File: src/rtl/cs2fifoc_pkg.sv
// Shared frame definitions for the command-frame link (cs2fifoc / fifoc2cs).
// Header bytes, length limits, state encoding and payload index map.
package cs2fifoc_pkg;

    localparam logic [7:0]  HDR0_B      = 8'h55;
    localparam logic [7:0]  HDR1_B      = 8'hAA;
    localparam logic [11:0] DEF_NUM_LEN = 12'd12;
    localparam logic [11:0] DEF_MAX_LEN = 12'd32;

    localparam int PL_NUM   = 9;
    localparam int PL_FIRST = 2;
    localparam int PL_LAST  = PL_FIRST + PL_NUM - 1;

    typedef enum logic [7:0] {
        S_IDLE = 8'h00,
        S_LOAD = 8'h01,
        S_HDR0 = 8'h02,
        S_HDR1 = 8'h03,
        S_BODY = 8'h04,
        S_CSUM = 8'h05,
        S_LAST = 8'h06
    } state_t;

    // Element 0 is frame byte PL_FIRST (kind_dev), element 8 is cmd_mix1
    typedef logic [PL_NUM-1:0][7:0] payload_t;

    function automatic logic len_ok(
        input logic [11:0] len,
        input logic [11:0] lo,
        input logic [11:0] hi
    );
        return (len >= lo) && (len <= hi);
    endfunction

endpackage

File: src/rtl/cs2fifoc_if.sv
// Command FIFO write port: write enable, write data and full flag.
interface cs2fifoc_if;
    logic       fifoc_txen;
    logic [7:0] fifoc_txd;
    logic       fifoc_full;

    modport master (
        output fifoc_txen,
        output fifoc_txd,
        input  fifoc_full
    );

    modport slave (
        input  fifoc_txen,
        input  fifoc_txd,
        output fifoc_full
    );
endinterface

File: src/rtl/cs2fifoc_csum_acc.sv
// 8-bit modulo-256 checksum accumulator, shared with the frame receiver.
module cs2fifoc_csum_acc (
    input  logic       clk,
    input  logic       rst,
    input  logic       clr,
    input  logic       en,
    input  logic [7:0] din,
    output logic [7:0] sum
);

    always_ff @(posedge clk) begin
        if (rst || clr)
            sum <= 8'h00;
        else if (en)
            sum <= sum + din;
    end

endmodule

File: src/rtl/cs2fifoc.sv
// Command-frame transmitter: 55 AA, 9 payload bytes, zero pad, checksum.
// Define CS2FIFOC_FULL_EN to stall the frame while fifoc_full is high.
module cs2fifoc
    import cs2fifoc_pkg::*;
#(
    parameter logic [11:0] NUM_LEN = DEF_NUM_LEN,
    parameter logic [11:0] MAX_LEN = DEF_MAX_LEN
) (
    input  logic        clk,
    input  logic        rst,
    input  logic        fs,
    output logic        fd,
    output logic        err,
    input  logic [11:0] data_len,
    input  logic [7:0]  kind_dev,
    input  logic [7:0]  info_sr,
    input  logic [7:0]  cmd_filt,
    input  logic [7:0]  cmd_mix0,
    input  logic [7:0]  cmd_reg4,
    input  logic [7:0]  cmd_reg5,
    input  logic [7:0]  cmd_reg6,
    input  logic [7:0]  cmd_reg7,
    input  logic [7:0]  cmd_mix1,
    cs2fifoc_if.master  fifo
);

    state_t      state_q, state_d;
    logic [11:0] idx_q;
    logic [11:0] len_q;
    payload_t    pl_q;
    logic        err_q;
    logic        go;
    logic        txen;
    logic [7:0]  txd;
    logic [7:0]  body_b;
    logic [3:0]  pidx;
    logic        sum_clr;
    logic        sum_en;
    logic [7:0]  sum;

`ifdef CS2FIFOC_FULL_EN
    assign go = ~fifo.fifoc_full;
`else
    assign go = 1'b1;
`endif

    assign pidx   = idx_q[3:0] - 4'd2;
    assign body_b = (idx_q <= 12'(PL_LAST)) ? pl_q[pidx] : 8'h00;

    always_comb begin
        state_d = state_q;
        txen    = 1'b0;
        txd     = 8'h00;
        sum_clr = 1'b0;
        sum_en  = 1'b0;
        unique case (state_q)
            S_IDLE: if (fs) state_d = S_LOAD;
            S_LOAD: begin
                sum_clr = 1'b1;
                state_d = len_ok(data_len, NUM_LEN, MAX_LEN)
                        ? S_HDR0 : S_LAST;
            end
            S_HDR0: begin
                txen = 1'b1;
                txd  = HDR0_B;
                if (go) state_d = S_HDR1;
            end
            S_HDR1: begin
                txen = 1'b1;
                txd  = HDR1_B;
                if (go) state_d = S_BODY;
            end
            S_BODY: begin
                txen   = 1'b1;
                txd    = body_b;
                sum_en = go;
                if (go && idx_q == len_q - 12'd2)
                    state_d = S_CSUM;
            end
            S_CSUM: begin
                txen = 1'b1;
                txd  = sum;
                if (go) state_d = S_LAST;
            end
            S_LAST: if (!fs) state_d = S_IDLE;
            default: state_d = S_IDLE;
        endcase
    end

    always_ff @(posedge clk) begin
        if (rst) begin
            state_q <= S_IDLE;
            idx_q   <= '0;
            len_q   <= '0;
            pl_q    <= '0;
            err_q   <= 1'b0;
        end else begin
            state_q <= state_d;
            if (state_q == S_LOAD) begin
                pl_q  <= {cmd_mix1, cmd_reg7, cmd_reg6,
                          cmd_reg5, cmd_reg4, cmd_mix0,
                          cmd_filt, info_sr, kind_dev};
                len_q <= data_len;
                err_q <= !len_ok(data_len, NUM_LEN, MAX_LEN);
                idx_q <= '0;
            end else if (state_q == S_HDR1 && go) begin
                idx_q <= 12'(PL_FIRST);
            end else if (state_q == S_BODY && go) begin
                idx_q <= idx_q + 12'd1;
            end
        end
    end

    cs2fifoc_csum_acc u_csum (
        .clk (clk),
        .rst (rst),
        .clr (sum_clr),
        .en  (sum_en),
        .din (body_b),
        .sum (sum)
    );

    assign fifo.fifoc_txen = txen & go;
    assign fifo.fifoc_txd  = txd;
    assign fd              = (state_q == S_LAST);
    assign err             = err_q;

endmodule

File: src/flat_wrapper.sv
// flat-port wrapper written by rule: the top's interface ports become plain ports
module cs2fifoc_flat import cs2fifoc_pkg::*;
#(
    parameter logic [11:0] NUM_LEN = DEF_NUM_LEN,
    parameter logic [11:0] MAX_LEN = DEF_MAX_LEN
)
  (clk, rst, fs, fd, err, data_len, kind_dev, info_sr, cmd_filt, cmd_mix0, cmd_reg4, cmd_reg5, cmd_reg6, cmd_reg7, cmd_mix1, fifo_fifoc_txen, fifo_fifoc_txd, fifo_fifoc_full);
  cs2fifoc_if fifo_i ();
  input  logic clk;
  input  logic rst;
  input  logic fs;
  output logic fd;
  output logic err;
  input  logic [11:0] data_len;
  input  logic [7:0] kind_dev;
  input  logic [7:0] info_sr;
  input  logic [7:0] cmd_filt;
  input  logic [7:0] cmd_mix0;
  input  logic [7:0] cmd_reg4;
  input  logic [7:0] cmd_reg5;
  input  logic [7:0] cmd_reg6;
  input  logic [7:0] cmd_reg7;
  input  logic [7:0] cmd_mix1;
  output wire logic [$bits(fifo_i.fifoc_txen)-1:0] fifo_fifoc_txen;
  output wire logic [$bits(fifo_i.fifoc_txd)-1:0] fifo_fifoc_txd;
  input wire logic [$bits(fifo_i.fifoc_full)-1:0] fifo_fifoc_full;
  assign fifo_fifoc_txen = fifo_i.fifoc_txen;
  assign fifo_fifoc_txd = fifo_i.fifoc_txd;
  assign fifo_i.fifoc_full = fifo_fifoc_full;
  cs2fifoc #(.NUM_LEN(NUM_LEN), .MAX_LEN(MAX_LEN)) u_core (.clk(clk), .rst(rst), .fs(fs), .fd(fd), .err(err), .data_len(data_len), .kind_dev(kind_dev), .info_sr(info_sr), .cmd_filt(cmd_filt), .cmd_mix0(cmd_mix0), .cmd_reg4(cmd_reg4), .cmd_reg5(cmd_reg5), .cmd_reg6(cmd_reg6), .cmd_reg7(cmd_reg7), .cmd_mix1(cmd_mix1), .fifo(fifo_i));
endmodule
File: config.mk
export PLATFORM = sky130hd
export DESIGN_NAME = cs2fifoc_flat
export DESIGN_NICKNAME = d
export VERILOG_FILES = /design/src/rtl/cs2fifoc_pkg.sv /design/src/rtl/cs2fifoc_if.sv /design/src/rtl/cs2fifoc_csum_acc.sv /design/src/rtl/cs2fifoc.sv /design/src/flat_wrapper.sv
export SDC_FILE = /design/constraint.sdc
export NUM_CORES = 1
export LEC_CHECK = 0
export CORE_MARGIN = 4
export CORE_UTILIZATION = 58
export CTS_BUF_LIST = sky130_fd_sc_hd__clkbuf_8
export DETAILED_ROUTE_END_ITERATION = 7
export GPL_ROUTABILITY_DRIVEN = 0
export PLACE_DENSITY = 0.87
export REMOVE_ABC_BUFFERS = 1
export SLEW_MARGIN = 20
export SYNTH_ARGS = -nofsm -noshare
export SYNTH_HDL_FRONTEND = slang
export SYNTH_HIERARCHICAL = 1
export SYNTH_SLANG_ARGS = --single-unit
File: constraint.sdc
create_clock -name clk -period 9.5 [get_ports clk]
set_input_delay 1.9 -clock clk [delete_from_list [all_inputs] [get_ports clk]]
set_output_delay 1.9 -clock clk [all_outputs]
set_load 0.05 [all_outputs]
* Word-level counts from Yosys, hierarchy flattened
Index checks and enable logic that the tools add are counted.
** Cells by class
- Reduce and logical (&&, ||, !) cells :: 9
- Magnitude comparators :: 4
- Equality and inequality tests :: 10
- Mux-type cells :: 14
- Add/subtract/negate cells :: 4
** Operators with widths (number)
- 8-bit case mux with 7 select lines :: 1
- 8-bit two-way mux :: 5
- 8-bit binary-select mux with 4-bit select :: 1
- 8-bit case mux with 4 select lines :: 1
- 8-bit by 3-bit == test with 1-bit output, second input constant :: 3
- 8-bit by 2-bit == test with 1-bit output, second input constant :: 2
- 12-bit by 1-bit adder with 12-bit output, second input constant :: 1
- 12-bit == test :: 1
- 12-bit by 4-bit >= comparator with 1-bit output, second input constant :: 1
- 12-bit by 4-bit <= comparator with 1-bit output, second input constant :: 1
- 12-bit by 6-bit <= comparator with 1-bit output, second input constant :: 1
- 12-bit by 2-bit subtractor with 12-bit output, second input constant :: 1
- 8-bit adder :: 1
- 8-bit by 1-bit == test with 1-bit output, second input constant :: 1
- 8-bit zero test :: 1
- 4-bit by 5-bit < comparator with 1-bit output, second input constant :: 1
- 2-bit two-way mux :: 2
- 2-bit != test, second input constant :: 2
- 4-bit OR reduction :: 1
- 4-bit by 2-bit subtractor with 4-bit output, second input constant :: 1
- 1-bit two-way mux :: 3
- 3-bit two-way mux :: 1
- 3-bit AND reduction :: 1
- 3-bit OR reduction :: 1
- 6 further kinds :: 6
** Storage, ports and cells
- Bits of input ports :: 88
- Output and inout port bits :: 11
- Register bits after elaboration :: 113
- Word-level logic and storage cells :: 56

* Longest topological paths before layout
- Word-level depth :: 5
- Depth in mapped cells :: 17
- Depth with buffers taken out :: 14

* Cells and area by module
Netlist, hierarchy kept.
** Modules (own cells, without submodules)
- cs2fifoc :: seq. area each 2001.9 sq um, area each 4899.7 sq um, cells each 592, instances 1
- cs2fifoc_csum_acc :: seq. area each 160.2 sq um, area each 590.6 sq um, cells each 69, instances 1

* Worst setup path after synthesis
OpenSTA, ideal clock, no wires.
- Kind :: register -> output
- From :: reg u_core.idx_q[1]
- To :: out fifo_fifoc_txd[7]
- Buffers on the path :: 2
- Stages on the path, launching flop included :: 9
- Path slack :: 5139 ps
- Arrival :: 2461 ps
- Data required time :: 7600 ps
- Cells stage by stage :: dfxtp_1 > inv_2 > ha_1 > buf_2 > buf_2 > mux4_2 > mux2i_1 > o2bb2ai_2 > a21o_1
** On the way
- Word-level cells in the longest chain between the ends :: 5
- Elaborated cells on any way between the ends :: 6
- Those cells by class :: add/sub (1); order compare (1); mux (4)
** Ends and longest elaborated chain
- start: declaration :: RTL line cs2fifoc.sv:28 : logic [11:0] idx_q;
- start signal: assignment :: RTL line cs2fifoc.sv:107 : idx_q <= 12'(PL_FIRST);
- start signal: assignment :: RTL line cs2fifoc.sv:109 : idx_q <= idx_q + 12'd1;
- 4-bit by 2-bit subtractor with 4-bit output :: RTL line cs2fifoc.sv:47 : assign pidx = idx_q[3:0] - 4'd2;
- 8-bit binary-select mux with 4-bit select :: RTL line cs2fifoc.sv:48 : assign body_b = (idx_q <= 12'(PL_LAST)) ? pl_q[pidx] : 8'h00;
- 8-bit two-way mux (implied by the code) :: RTL line cs2fifoc.sv:48
- 8-bit two-way mux (*) :: RTL line cs2fifoc.sv:48
- net u_core.body_b[7] :: RTL line cs2fifoc.sv:35 : logic [7:0] body_b;
- 8-bit case mux with 4 select lines (*) :: RTL line cs2fifoc.sv:56 : unique case (state_q)
- end: declaration :: RTL line flat_wrapper.sv:25 : output wire logic [$bits(fifo_i.fifoc_txd)-1:0] fifo_fifoc_txd;
The timed path passes the listed nets; every way through them passes the cells marked *. The select of a mux whose other input is x is not followed.

* Final worst setup path
- From :: reg u_core.idx_q[1]
- To :: out fifo_fifoc_txd[4]
The elaborated chain is that of the path after synthesis.

==> flow_metrics.tcl <==
set metrics [dict create \
    status "finished, final reports clean" \
    syn-cell-area_um2 5490 \
    fin_crit_sh 0.6109 \
    nNetsFinal 832 \
    setup_tns_ns 0 \
    chipHeight_um 105.3 \
    via_per_inst 5.620 \
    io_buffers 97 \
    grt_pass1_wl_mm 21.65 \
    ys.warnings.count 6 \
    wire_per_inst_um 15.04 \
    peakVddDrop_v 0.00009673 \
    rows 35 \
    p_int_mw 0.6675 \
    wl_met1_mm 5.455 \
    dp_cells 849 \
    grt_max_degree 86 \
    required_ns 7.60 \
    totalWireLength_mm 13.01 \
    cts_buffers 9 \
    drtAntennaViolNets 0 \
    placed_area_um2 6470 \
    synth.most_common_cell "nand2_1" \
    relSlewSlack 0.4583 \
    setup.worst_path.start "u_core/idx_q[1]" \
    tightest_slew_ns 0.8126 \
    syn_avg_cell_area_um2 8.306 \
    fin_cells 865 \
    p_leak_nw 2.409 \
    drive_above_1_share 0.08424 \
    r2r_setup_slack_ns 5.58 \
    grt_overflow 0 \
    setup_viol 0 \
    hp-class "register to register" \
    route.vias.total 4861 \
    post-cts-setup-buffer-count 0 \
    cts.root.buffer_cell "clkbuf_8" \
    power.switching_mw 0.2879 \
    htreeDepth 3 \
    ys_types 62 \
    ys_ff_latch 108 \
    dr_wl_met2_mm 6.753 \
    postSynth.asyncResetShare 0 \
    fmax_ghz 0.1723 \
    final_util 0.7196 \
    fin_crit_ns 5.804 \
    synth-seq-area-share 0.3938 \
    ctsHoldBuffers 0 \
    synth_top_area_share 0.3938 \
    cp-start-kind "register" \
    fin_hold_ws_ns 0.4578 \
    hold_viol 0 \
    cts_resized 0 \
    drcViolationCount 0 \
    synth_area_leaders "dfxtp_1, nand2_1, a21oi_1" \
    syn_to_final_growth_pct 21.10 \
    rr_endpoint "u_core/u_csum/sum[7]" \
    antenna_found_initial 0 \
    first_iter_violations 296 \
    power_frac_clock 0.274 \
    dr.pass1.iters 5 \
    fin_worst_skew_ns 0.01163 \
    die_x_um 105.3 \
    end_kind "output port" \
    pwr-share-comb 0.203 \
    rsz0062_at_grt "no" \
    reg2reg_depth 12 \
    core_um2 9240 \
    insertion_delay_ns 0.36 \
    initial_core_util 0.5942 \
    synth_top_cell_by_area "dfxtp_1" \
    dr_wl_met3_um 591 \
    worstSetupEndpoint "fifo_fifoc_txd[4]" \
    switching_share 0.3013 \
    slew_violations 0 \
    top_layer_used "met4" \
    dieArea_um2 11090 \
    insertedDiodeCount 0 \
    hpwl_mm 9.343 \
    synth_common_cells "nand2_1, dfxtp_1, a21oi_1" \
    num_io_pins 99 \
    cts_tree "built" \
    synthFlopType "dfxtp_1" \
    cts.sinks 108 \
    clkTransAtPathRegs_ns 0.10 \
    p_per_area_nw_per_um2 143.7 \
    seq_power_share 0.523 \
    clk_path_buf_depth 2 \
    postSynthCellCount 661 \
    r2r_start "u_core/idx_q[1]" \
    critPathKind "register to output port" \
    critPathArrivalTime_ns 3.90 \
    synth_edf_count 0 \
    gr-usage-all-layers 0.2373 \
    worstPathMaxFanout 12 \
    maxCapViolCount 0 \
    stdcell_area_um2 6649 \
    grt_pass1_vias 4787 \
]
[power groups by stage]
stage / clock network, mW / registers, mW / logic, mW
5_1_grt: 0.283 / 0.504 / 0.213
3_3_place_gp: 0 / 0.508 / 0.187
6_report: 0.262 / 0.500 / 0.194
4_1_cts: 0.266 / 0.499 / 0.194
2_1_floorplan: 0 / 0.508 / 0.112
3_5_place_dp: 0 / 0.510 / 0.193
[worst max-delay path, stage by stage (launching register included)]
cell,delay (ns)
dfxtp_1,0.53
inv_2,0.22
ha_1,0.57
buf_4,0.32
mux4_2,0.52
mux2i_1,0.21
o2bb2ai_2,0.09
a221o_1,0.37
clkdlybuf4s50_1,0.71
[through the flow]
| step | power (mW) | worst slack (ns) |
|---|---|---|
| final | 0.9555 | 3.696 |
| after global routing | 0.9999 | 3.520 |
| after global placement | 0.6945 | 4.128 |
| after detailed placement | 0.7032 | 4.078 |
| after CTS | 0.9596 | 3.670 |
| after floorplan | 0.6202 | 4.870 |
[worst min path at each step]
| stage | cells past startpoint | slack (ns) | end | from |
|---|---|---|---|---|
| CTS | 2 | 0.46 | u_core/pl_q[6] | u_core/pl_q[6] |
| finish | 2 | 0.46 | u_core/pl_q[6] | u_core/pl_q[6] |
| global placement | 2 | 0.44 | u_core/pl_q[34] | u_core/pl_q[34] |
| global route | 2 | 0.48 | u_core/pl_q[16] | u_core/pl_q[16] |
| detailed placement | 2 | 0.44 | u_core/pl_q[6] | u_core/pl_q[6] |
| floorplan | 2 | 0.43 | u_core/pl_q[0] | u_core/pl_q[0] |
[area by class of cell]
type / instances / area [um2]
clock buffer: 9 / 123.9
clock inverter: 7 / 55.05
fill: 707 / 2591
inverter: 15 / 56.30
multi-input combinational: 494 / 3079
sequential: 108 / 2162
tap: 129 / 161.4
timing repair buffer: 103 / 1011
[kinds of logic after synthesis]
kind of cell	after synthesis	share of synthesized area
adders and majority gates	13	0.03099
buffers and inverters	59	0.04672
xor gates and xnor gates	29	0.04763
muxes	28	0.08751
and+or+nand+nor	274	0.2231
AOI/OAI and AO/OA	150	0.1702
DFF	108	0.3938
[placed cells by master (no fill, tap or decap), types with 3 or more instances in the layout]
| master | netlist | routed |
|---|---|---|
| ha_1 | 12 | 12 |
| nand2_1 | 190 | 190 |
| xnor2_1 | 14 | 14 |
| dfxtp_1 | 108 | 108 |
| buf_4 | 1 | 6 |
| nor2b_1 | 3 | 3 |
| mux2i_1 | 12 | 12 |
| clkbuf_8 | 0 | 9 |
| clkdlybuf4s50_1 | 0 | 96 |
| or3_1 | 4 | 4 |
| and3_1 | 4 | 4 |
| nor3_1 | 8 | 8 |
| nand4_1 | 3 | 3 |
| nand2b_1 | 6 | 5 |
| a211oi_1 | 3 | 3 |
| nor2_1 | 24 | 24 |
| nand3_1 | 7 | 7 |
| a21o_1 | 5 | 5 |
| o21ai_1 | 4 | 4 |
| a221o_1 | 3 | 3 |
| nor3b_1 | 8 | 7 |
| mux4_2 | 16 | 16 |
| a21oi_1 | 94 | 94 |
| inv_1 | 13 | 13 |
| inv_6 | 0 | 3 |
| xor2_1 | 14 | 14 |
| o21ai_0 | 12 | 12 |
| o2bb2ai_2 | 8 | 8 |
[registers in the layout (all words and copies together), names as in the netlist]
name               cells
u_core/pl_q           72
u_core/idx_q          12
u_core/len_q          12
u_core/u_csum/sum      8
u_core/state_q         3
u_core/err             1
[layer usage]
metal,global-route usage,up-vias
met5,0,-
met4,0.07873,0
met3,0.04042,19
met2,0.4185,140
met1,0.2932,2294
li1,-,2408
(Power assumes the default switching activity.)
